==> config.mk <==
export PLATFORM = sky130hd
export DESIGN_NAME = coeff_batch_ctrl
export DESIGN_NICKNAME = d
export VERILOG_FILES = /design/src/rtl/coeff_batch_ctrl.sv
export SDC_FILE = /design/constraint.sdc
export NUM_CORES = 1
export LEC_CHECK = 0
export ABC_AREA = 1
export CAP_MARGIN = 15
export CELL_PAD_IN_SITES_DETAIL_PLACEMENT = 1
export CELL_PAD_IN_SITES_GLOBAL_PLACEMENT = 1
export CORE_ASPECT_RATIO = 1.4
export CORE_MARGIN = 10
export CORE_UTILIZATION = 30
export DETAILED_ROUTE_END_ITERATION = 16
export MAX_ROUTING_LAYER = met4
export PLACE_DENSITY_LB_ADDON = 0.3
export SLEW_MARGIN = 20
export SYNTH_ARGS = -nofsm -noshare
export SYNTH_HDL_FRONTEND = slang
export SYNTH_SLANG_ARGS = --single-unit
==> constraint.sdc <==
create_clock -name clk_i -period 2.15 [get_ports clk_i]
set_input_delay 0.215 -clock clk_i [delete_from_list [all_inputs] [get_ports clk_i]]
set_output_delay 0.215 -clock clk_i [all_outputs]
set_load 0.005 [all_outputs]
==> src/rtl/coeff_batch_ctrl.sv <==
// coeff_batch_ctrl: upstream controller for the coefficient accumulator.
// Streams NumCoeffs coefficients into the accumulator's coefficient SRAM,
// pulses start, watches busy/done under a watchdog, captures the result and
// hands it out on a valid/ready interface. One batch in flight at a time.
//
// Ports:
//   clk_i, rst_ni                 clock (rising edge), synchronous active-low reset
//   coeff_valid_i/ready_o/data_i  coefficient input stream
//   mem_a_we_o/addr_o/wdata_o     coefficient SRAM write port (same-cycle as handshake)
//   start_o                       one-cycle start pulse to the accumulator
//   busy_i, done_i, accumulator_i accumulator status and value
//   result_valid_o/ready_i, result_o  result output stream
//   error_o                       sticky watchdog error
//   clear_i                       clears the error and returns to loading
module coeff_batch_ctrl #(
  parameter int unsigned NumCoeffs     = 16,
  parameter int unsigned CoeffWidth    = 8,
  parameter int unsigned AddrWidth     = 4,
  parameter int unsigned ResultWidth   = 16,
  parameter int unsigned TimeoutCycles = 255
) (
  input  logic                   clk_i,
  input  logic                   rst_ni,
  input  logic                   coeff_valid_i,
  output logic                   coeff_ready_o,
  input  logic [CoeffWidth-1:0]  coeff_data_i,
  output logic                   mem_a_we_o,
  output logic [AddrWidth-1:0]   mem_a_addr_o,
  output logic [CoeffWidth-1:0]  mem_a_wdata_o,
  output logic                   start_o,
  input  logic                   busy_i,
  input  logic                   done_i,
  input  logic [ResultWidth-1:0] accumulator_i,
  output logic                   result_valid_o,
  input  logic                   result_ready_i,
  output logic [ResultWidth-1:0] result_o,
  output logic                   error_o,
  input  logic                   clear_i
);

  localparam int unsigned TimerWidth = $clog2(TimeoutCycles + 1);

  typedef enum logic [2:0] {
    StLoad,
    StStart,
    StWaitBusy,
    StWaitDone,
    StResult,
    StError
  } state_e;

  state_e                 state_q, state_d;
  logic [AddrWidth-1:0]   wr_cnt_q, wr_cnt_d;
  logic [TimerWidth-1:0]  timer_q, timer_d, timer_inc;
  logic [ResultWidth-1:0] result_q, result_d;
  logic                   coeff_ready_q, start_q, result_valid_q, error_q;
  logic                   coeff_hs;

  // Coefficient handshake; ready is only ever high in LOAD.
  assign coeff_hs = coeff_ready_q & coeff_valid_i;

  // Saturating watchdog increment.
  assign timer_inc = (timer_q == TimerWidth'(TimeoutCycles)) ? timer_q
                                                              : timer_q + TimerWidth'(1);

  // Write port is driven straight from the handshake so the beat lands with zero latency.
  assign mem_a_we_o    = coeff_hs;
  assign mem_a_addr_o  = wr_cnt_q;
  assign mem_a_wdata_o = coeff_hs ? coeff_data_i : '0;

  assign coeff_ready_o  = coeff_ready_q;
  assign start_o        = start_q;
  assign result_valid_o = result_valid_q;
  assign result_o       = result_q;
  assign error_o        = error_q;

  // Next-state and datapath update logic.
  always_comb begin
    state_d  = state_q;
    wr_cnt_d = wr_cnt_q;
    timer_d  = timer_q;
    result_d = result_q;
    unique case (state_q)
      StLoad: begin
        if (coeff_hs) begin
          if (wr_cnt_q == AddrWidth'(NumCoeffs - 1)) begin
            wr_cnt_d = '0;
            state_d  = StStart;
          end else begin
            wr_cnt_d = wr_cnt_q + AddrWidth'(1);
          end
        end
      end
      StStart: begin
        timer_d = '0;
        state_d = StWaitBusy;
      end
      StWaitBusy: begin
        // A done that coincides with the busy rise completes the batch directly.
        if (busy_i && done_i) begin
          result_d = accumulator_i;
          state_d  = StResult;
        end else if (busy_i) begin
          timer_d = '0;
          state_d = StWaitDone;
        end else begin
          timer_d = timer_inc;
          if (timer_inc == TimerWidth'(TimeoutCycles)) begin
            state_d = StError;
          end
        end
      end
      StWaitDone: begin
        if (done_i) begin
          result_d = accumulator_i;
          state_d  = StResult;
        end else begin
          timer_d = timer_inc;
          if (timer_inc == TimerWidth'(TimeoutCycles)) begin
            state_d = StError;
          end
        end
      end
      StResult: begin
        if (result_ready_i) begin
          state_d = StLoad;
        end
      end
      StError: begin
        if (clear_i) begin
          wr_cnt_d = '0;
          timer_d  = '0;
          state_d  = StLoad;
        end
      end
      default: begin
        state_d = StLoad;
      end
    endcase
  end

  // State, datapath and registered output flops (outputs decoded from next state).
  always_ff @(posedge clk_i) begin
    if (!rst_ni) begin
      state_q        <= StLoad;
      wr_cnt_q       <= '0;
      timer_q        <= '0;
      result_q       <= '0;
      coeff_ready_q  <= 1'b1;
      start_q        <= 1'b0;
      result_valid_q <= 1'b0;
      error_q        <= 1'b0;
    end else begin
      state_q        <= state_d;
      wr_cnt_q       <= wr_cnt_d;
      timer_q        <= timer_d;
      result_q       <= result_d;
      coeff_ready_q  <= (state_d == StLoad);
      start_q        <= (state_d == StStart);
      result_valid_q <= (state_d == StResult);
      error_q        <= (state_d == StError);
    end
  end

endmodule
==> results of run 1 <==
[path summary, 6_finish.rpt]
kind	to	slack (ns)
min	timer_q[7]$_SDFFE_PN0P_	0.49
max reg2reg	coeff_ready_o$_SDFF_PN1_	0.39
max	mem_a_we_o	0.38
min reg2reg	timer_q[7]$_SDFFE_PN0P_	0.49
[cell families (layout without fill, tap and decap cells)]
group / after synthesis / after routing
AND/OR/NAND/NOR: 145 / 145
buffers and inverters: 41 / 111
AO/OA/AOI/OAI: 37 / 37
flip-flops: 35 / 35
adder cells (fa/ha/maj): 2 / 2
XOR/XNOR: 1 / 1
[power breakdown]
group / leakage [nW] / internal, mW / switching, mW
sequential: 0.282 / 0.651 / 0.00317
clock: 0.0515 / 0.293 / 0.239
combinational: 0.739 / 0.0807 / 0.0459
[per-stage QoR]
stage | power [mW] | utilization [%] | hold WS (ns) | instances
4_1_cts | 1.328 | 46.18 | 0.4904 | 399
3_3_place_gp | 0.7975 | 44.38 | 0.4639 | 391
5_1_grt | 1.365 | 46.18 | 0.5189 | 399
6_report | 1.312 | 46.18 | 0.4863 | 399
3_5_place_dp | 0.7984 | 44.38 | 0.4792 | 391
2_1_floorplan | 0.7050 | - | 0.3621 | 261
[worst reg2reg max path, cell delays in order (launching register included)]
cell	delay, ns
sky130_fd_sc_hd__dfxtp_1	0.40
sky130_fd_sc_hd__ha_1	0.27
sky130_fd_sc_hd__nand3_2	0.11
sky130_fd_sc_hd__inv_2	0.10
sky130_fd_sc_hd__nand2_4	0.07
sky130_fd_sc_hd__nand2_1	0.10
sky130_fd_sc_hd__nand2_1	0.08
sky130_fd_sc_hd__nor2_2	0.16
sky130_fd_sc_hd__nand3_1	0.11
sky130_fd_sc_hd__nand2_1	0.10
sky130_fd_sc_hd__inv_2	0.05
sky130_fd_sc_hd__nand3_1	0.07
sky130_fd_sc_hd__nand2_1	0.05
[cell usage in the layout (no fill, tap or decap), drive strengths merged]
cell type	Yosys	final
and3	1	1
nand3	17	17
ha	2	2
o21bai	1	1
nand4	2	2
o21ai	18	18
nor4	1	1
clkbuf	2	8
nand2	65	65
inv	35	35
clkdlybuf4s50	0	63
o22ai	1	1
clkinv	2	2
o31ai	1	1
a21oi	13	13
buf	2	3
a211oi	2	2
xnor2	1	1
o211ai	1	1
nor2	57	57
nor3	2	2
dfxtp	35	35
[sequential cells by signal, indices dropped and copies added (netlist names)]
signal,cells
result_o,16
timer_q,8
mem_a_addr_o,4
state_q,3
coeff_ready_o,1
error_o,1
result_valid_o,1
start_o,1
[layer usage]
metal	up-vias	routed length [um]	global-route usage, %
li1	952	-	-
met1	846	2182	11.44
met2	37	2889	22.16
met3	4	298	3.965
met4	0	49	3.656
met5	-	0	-
[final cells by class]
type / count / area, sq um / area share, %
well taps: 68 / 85.08 / 3.311
clock buffers: 8 / 100.1 / 3.895
repair buffers: 66 / 653.1 / 25.41
multi-input cells: 185 / 892.1 / 34.71
flip-flops and latches: 35 / 700.7 / 27.26
inverters: 37 / 138.9 / 5.404
==> results.toml, run 1 <==
[setup_path]
critical_path_arrival_ns = 1.55
worst_path_largest_cell_delay_ns = 0.53
worst_r2r_startpoint = "timer_q[0]$_SDFFE_PN0P_"
critical_path.slowest_cell = "sky130_fd_sc_hd__clkdlybuf4s50_1"
worst_path_most_repeated_cell = "sky130_fd_sc_hd__clkdlybuf4s50_1"
critPathLaunchType = "input port"
critPathBufInv = 3
reg2regPathDepth = 12
worstPathCellList = "clkdlybuf4s50_1 > nand2_1 > inv_1 > clkdlybuf4s50_1"
required_ns = 1.93
critical-path-top-delay-family = "buffers and inverters"
worst_setup_path_startpoint = "coeff_valid_i"
cp_num_cells = 4
timing_worst_setup_path_type = "in -> out"
worst-path-max-fanout = 9
crit_path_end_kind = "primary output"

[global_routing]
grt_max_degree = 22
vias_in_the_first_global_route = 2018
grt_pass1_wl_um = 9025
gr-total-overflow = 0
grt_use_total_pct = 11.92
grt_antenna_before_repair = 0

[cts]
cts.hold.buffers_added = 0
worst_skew_pair.late_latency_ns = 0.29
cts_resized = 0
clock_path_buffers = 2
cts-buffers-inserted = 5
clkTransAtPathRegs_ns = 0.08
cts.repair_timing.setup_buffer_count = 0
tritoncts = "built"
cts-htree-levels = 2
cts_root_buf = "sky130_fd_sc_hd__clkbuf_8"
clock_sinks = 35

[sta]
fin_crit_ns = 1.767
maxClockFrequency_mhz = 566.0
slew_viol_final = 0
tightestPinTransition_ns = 0.4977
final-hold-violation-count = 0
setup_violations = 0
tns_ns = 0
final.period_utilization_pct = 82.18
fin_ws_ns = 0.3831
timing.clock.skew_ns = 0.01039
relSlewSlack_pct = 66.78
unrepaired_setup_endpoints_after_global_routing = "no"

[synthesis]
yosysUniqueCellTypes = 30
synthesized_netlist_cell_count = 261
synth-edff-count = 0
synth.top_cells.by_count = "sky130_fd_sc_hd__nand2_1 (58), sky130_fd_sc_hd__nor2_1 (52), sky130_fd_sc_hd__dfxtp_1 (35)"
yosys.area.top_type = "sky130_fd_sc_hd__dfxtp_1"
synth-simple-area-share_pct = 37.08
yosysTopAreaCellShare_pct = 40.09
asyncSetResetFlopFracSynth_pct = 0
synth.top_cells.by_area = "sky130_fd_sc_hd__dfxtp_1 (40%), sky130_fd_sc_hd__nand2_1 (12%), sky130_fd_sc_hd__nor2_1 (11%), sky130_fd_sc_hd__inv_1 (6.9%), sky130_fd_sc_hd__o21ai_0 (4.9%)"
mean_instance_size_in_the_synthesized_netlist_sq_um = 6.697
synth-xor-area-share_pct = 0.5011
yosysWarningCount = 0
complex_gate_fraction_of_the_synthesized_area_pct = 12.03
syn-cell-area_sq_um = 1748
synth.yosys.seq_area_share_pct = 40.09
syn_nets = 294
synthFlopType = "sky130_fd_sc_hd__dfxtp_1"
synth_adder_area_share_pct = 1.432
dominant_cell_by_count_in_the_synthesized_netlist = "sky130_fd_sc_hd__nand2_1"
synth-seq-cells = 35
synth.area.mux_share_pct = 0
dominant_combinational_cell_family_by_area_after_synthesis = "simple AND/OR/NAND/NOR gates"

[route]
vias_per_cell = 4.609
vias = 1839
drc = 0
detailedRoute.firstPassIterationCount = 4
routed_wire_length_per_instance_um = 13.58
drtAntennaViolNets = 0
routed_wl_um = 5420
drt_iter0_drc = 27

[placement]
post-dp-hpwl_um = 4477
numPortBuffers = 63
instance_area_at_placement_sq_um = 2470
gp_congestion = 0.8028
dpl_worst_slack_ns = 0.2484

[hold_path]
holdPathStages = 2
timing.hold.worst.class = "reg -> reg"
hold_start = "timer_q[7]$_SDFFE_PN0P_"

[cells_and_area]
nFillCells = 719
drive_above_1_share_pct = 9.366
post-route-cell-area_sq_um = 2570
number_of_nets_at_the_end_of_the_flow = 363
syn_to_final_growth_pct = 47.03
antenna_cell_count = 0

[floorplan]
fp-row-count = 32
io_pins = 64
dieArea_sq_um = 9323
horizontal_die_dimension_um = 84.51
chipHeight_um = 110.3
fp.coreArea_sq_um = 5565
initial_utilization_pct = 31.41

[flow_run]
maxCapViolCount = 0

[power]
ir_worst_vdd_mv = 0.3220
power.leakage_nw = 1.073
pwr_density_cell_nw_per_um2 = 510.7

[status]
status = "complete, no violations"
(Power assumes the default switching activity.)
==> run 2, diff against run 1 <==
clock period = 1.7 ns   (was 2.15 ns; I/O delays follow)
==> run 2 against run 1 <==
Compared with the run above: cell area is 2.7% higher; power rose by 21%; sequential share of layout area decreased by 0.38 points; cell count up 1.3%; worst setup slack worse by 0.28 ns; flip-flop and latch count did not move; combinational power rose by 28%.
==> results.toml, run 2 (synthesis gave the netlist of run 1 again) <==
[cts]
clkTransAtPathRegs_ns = 0.07
clock_path_buffers = 2
tritoncts = "built"
cts-htree-levels = 2
worst_skew_pair.late_latency_ns = 0.29
cts_root_buf = "sky130_fd_sc_hd__clkbuf_8"
cts.hold.buffers_added = 0
cts.repair_timing.setup_buffer_count = 0
clock_sinks = 35
cts-buffers-inserted = 5

[placement]
post-dp-hpwl_um = 4658
instance_area_at_placement_sq_um = 2507
gp_congestion = 0.8622
numPortBuffers = 63

[sta]
setup_violations = 0
relSlewSlack_pct = 67.37
final.period_utilization_pct = 93.96
tns_ns = 0
unrepaired_setup_endpoints_after_global_routing = "yes"
timing.clock.skew_ns = 0.007625
fin_crit_ns = 1.597
tightestPinTransition_ns = 0.4889
final-hold-violation-count = 0
maxClockFrequency_mhz = 626.0
slew_viol_final = 0

[power]
ir_worst_vdd_mv = 0.4923
p_comb_share_pct = 10.3
clock_power_share_pct = 37.4
pwr_density_cell_nw_per_um2 = 600.0
p_int_mw = 1.212
power.leakage_nw = 1.091
pwr-share-seq_pct = 52.3
power_switching_share_pct = 23.43
power_switching_mw = 0.3709

[floorplan]
fp.coreArea_sq_um = 5565
chipHeight_um = 110.3
fp-row-count = 32
dieArea_sq_um = 9323
io_pins = 64
initial_utilization_pct = 31.41
horizontal_die_dimension_um = 84.51

[cells_and_area]
syn_to_final_growth_pct = 50.97
finish.utilization_pct = 47.41
final_common_cell = "sky130_fd_sc_hd__clkdlybuf4s50_1"
post-route-cell-area_sq_um = 2639
drive_above_1_share_pct = 14.58
largest_register_ff_count = 16
number_of_nets_at_the_end_of_the_flow = 368
antenna_cell_count = 0
final_cell_mix = "sky130_fd_sc_hd__clkdlybuf4s50_1 (63), sky130_fd_sc_hd__nand2_1 (53), sky130_fd_sc_hd__nor2_1 (52)"

[setup_path]
critPathLaunchType = "flip-flop"
timing.reg2reg.setup_slack_ns = 0.12
crit_path_end_kind = "primary output"
worst_r2r_startpoint = "timer_q[1]$_SDFFE_PN0P_"
worstPathCellList = "nand2_2 > inv_1 > clkdlybuf4s50_1"
reg2regPathDepth = 12
worst_path_largest_cell_delay_ns = 0.54
timing_worst_setup_path_type = "reg -> out"
worst-path-max-fanout = 9
required_ns = 1.53
rr_endpoint = "coeff_ready_o$_SDFF_PN1_"
critical_path.slowest_cell = "sky130_fd_sc_hd__clkdlybuf4s50_1"
critical_path_arrival_ns = 1.43

[route]
drc = 0
vias_per_cell = 4.708
routed_wl_um = 5698
vias = 1902
drtAntennaViolNets = 0
routed_wire_length_per_instance_um = 14.10
drt_iter0_drc = 37
detailedRoute.firstPassIterationCount = 4

[hold_path]
timing.hold.worst.class = "reg -> reg"
holdPathStages = 2
min_to = "timer_q[7]$_SDFFE_PN0P_"
hold_start = "timer_q[7]$_SDFFE_PN0P_"

[global_routing]
vias_in_the_first_global_route = 2051
grt_max_degree = 22
gr-total-overflow = 0
grt_use_total_pct = 12.52
grt_antenna_before_repair = 0
grt_pass1_wl_um = 9425

[status]
status = "complete, no violations"

[flow_run]
maxCapViolCount = 0
==> run 2: layer usage <==
metal	routed length, um	share of wire, %	vias up	GRT usage, %
li1	-	-	964	-
met1	2138	38	885	11.64
met2	3219	56	41	24.38
met3	249	4.4	12	3.524
met4	91	1.6	0	3.538
met5	0	0	-	-
==> run 2: worst max path at each step <==
stage	depth (start not counted)	from	end	slack (ns)
2_1_floorplan	12	timer_q[0]$_SDFFE_PN0P_	coeff_ready_o$_SDFF_PN1_	0.13
3_3_place_gp	7	busy_i	result_o[15]$_SDFFE_PN0P_	0.04
6_report	3	coeff_ready_o$_SDFF_PN1_	mem_a_we_o	0.10
3_5_place_dp	8	coeff_valid_i	mem_a_addr_o[2]$_SDFFE_PN0P_	0.003
4_1_cts	12	timer_q[0]$_SDFFE_PN0P_	coeff_ready_o$_SDFF_PN1_	0.006
5_1_grt	12	timer_q[1]$_SDFFE_PN0P_	coeff_ready_o$_SDFF_PN1_	-0.02
==> run 2: per-stage QoR <==
stage | worst slack [ns] | hold slack, ns | power [mW] | instances
floorplan | 0.1321 | 0.3171 | 0.8917 | 261
global placement | 0.04193 | 0.4624 | 1.008 | 396
detailed placement | 0.002950 | 0.4766 | 1.012 | 396
CTS | 0.005889 | 0.4929 | 1.604 | 404
global route | -0.02318 | 0.5075 | 1.657 | 404
finish | 0.1026 | 0.4846 | 1.583 | 404
==> run 2: repair_timing <==
item	in CTS	in global routing
endpoints found under the setup margin	2	8
endpoints found under the hold margin	0	0
pin swaps	0	2
resized for setup	1	15
==> run 2: layout make-up <==
cell class | instances | area, sq um
repair buffers | 71 | 690.7
clock inverters | 2 | 12.51
well taps | 68 | 85.08
fillers | 724 | 2927
multi-input cells | 185 | 929.6
flip-flops and latches | 35 | 709.4
inverters | 37 | 138.9
clock buffers | 6 | 72.57
==> run 2: critical path: cells and delay by family (launching register included) <==
family                 cells  cell delay (ns)
flip-flops                 1             0.36
AND/OR/NAND/NOR            1             0.13
buffers and inverters      2             0.66
==> run 2: power groups by stage <==
| stage | combinational [mW] | clock (mW) | sequential (mW) |
|---|---|---|---|
| floorplan | 0.0448 | 0 | 0.847 |
| detailed placement | 0.165 | 0 | 0.848 |
| finish | 0.163 | 0.592 | 0.828 |
| global placement | 0.160 | 0 | 0.847 |
| global route | 0.181 | 0.648 | 0.829 |
| CTS | 0.166 | 0.610 | 0.828 |
==> edit: new RTL, config.mk and constraints of run 1 <==
Take the reset off `result_q` and load it in a clocked block of its own.
--- a/src/rtl/coeff_batch_ctrl.sv
+++ b/src/rtl/coeff_batch_ctrl.sv
@@ -147,3 +147,2 @@
       timer_q        <= '0;
-      result_q       <= '0;
       coeff_ready_q  <= 1'b1;
@@ -156,3 +155,2 @@
       timer_q        <= timer_d;
-      result_q       <= result_d;
       coeff_ready_q  <= (state_d == StLoad);
@@ -164,2 +162,6 @@
 
+  always_ff @(posedge clk_i) begin
+    result_q <= result_d;
+  end
+
 endmodule
Formal check against the unedited RTL: no difference found for any inputs over 10 cycles, from zero or initial values and one cycle with rst_ni low; that may be too few to reach the edited logic, so the function may still have changed.
==> edit against run 1 <==
- synthesized area is 3.8% lower
- highest routed layer unchanged
- critical path depth down 1
- utilization decreased by 0.60 points
- critical endpoint is now mem_a_wdata_o[6]
- routed wire length decreased by 5.4%
- setup slack better by 0.014 ns
- critical path type is now reg2out
- synthesized cell count is 21% lower
- total power grew 6.8%
- cell area is 2.7% lower
- sequential cell count did not move
- largest cell class is now sequential cells
==> edit: results (changes against run 1) <==
- Status: finished, final reports clean
- Inst Count DP: 336 (-14%)
- Post-synth EDFFs: 16 (+16)
- RePlAce Congestion: 0.804 (+0.20%)
- Sequential Power: 703 uW (+7.3%)
- Leakage: 1.01 nW (-5.8%)
- Yosys cell types: 29 (-3.3%)
- Hold WC Path Type: in2reg
- Seq/Total Area, Yosys: 51.2% (+11 points)
- Iter 0 DRT Violations: 32 (+19%)
- Post-layout net count: 308 (-15%)
- Layout Skew: 0.00687 ns (-0.00353 ns)
- Routed WL: 5130 um (-5.4%)
- Vias/cell: 4.54 (-1.4%)
- Number of global-route vias before repair: 1718 (-15%)
- Cell Area, Placed: 2390 sq um (-3.1%)
- Non-filler cells, final: 344 (-14%)
- Commonest cells in the netlist: nand2_1, nor2_1, inv_1
- Share of cells above drive strength 1: 12.7% (+3.3 points)
- Initial DRT Pass Iterations: 3 (-1)
- First-pass GRT wire length: 8300 um (-8.0%)
- Met3 Track Usage GR: 2.63% (-1.3 points)
- Met3 WL post-DR: 185 um (-38%)
- Largest net degree at the start of global routing: 17 (-23%)
- Switching Share: 19.9% (-2.0 points)
- Grt met1 use: 11.8% (+0.35 points)
-- edit: logic make-up after synthesis --
kind of cell / after synthesis / synth area share (%)
buf+inv: 31 / 7.14
compound gates: 16 / 5.58
flops: 35 / 51.2
simple gates: 120 / 33.6
fa+ha+maj: 2 / 1.49
xor+xnor: 2 / 1.04
-- edit: area by class of cell --
type	instances	area, sq um
sequential	35	861
timing repair buffer	64	638
fill	667	2990
multi-input combinational	140	701
tap	68	85.1
clock buffer	7	76.3
inverter	29	109
clock inverter	1	30.0
-- edit: worst paths after layout --
path / endpoint / cells after the start / from / slack, ns
worst max-delay path: mem_a_wdata_o[6] / 3 / coeff_ready_o / 0.40
worst min-delay path: result_o[10] / 1 / accumulator_i[10] / 0.48
worst max register to register: coeff_ready_o / 12 / timer_q[1] / 0.41
worst min register to register: timer_q[1] / 2 / timer_q[1] / 0.53
-- edit: critical path, delay by kind of cell, from the launching register on --
family / cells / cell delay (ns)
and+or+nand+nor: 2 / 0.37
buffers and inverters: 1 / 0.52
DFF: 1 / 0.37
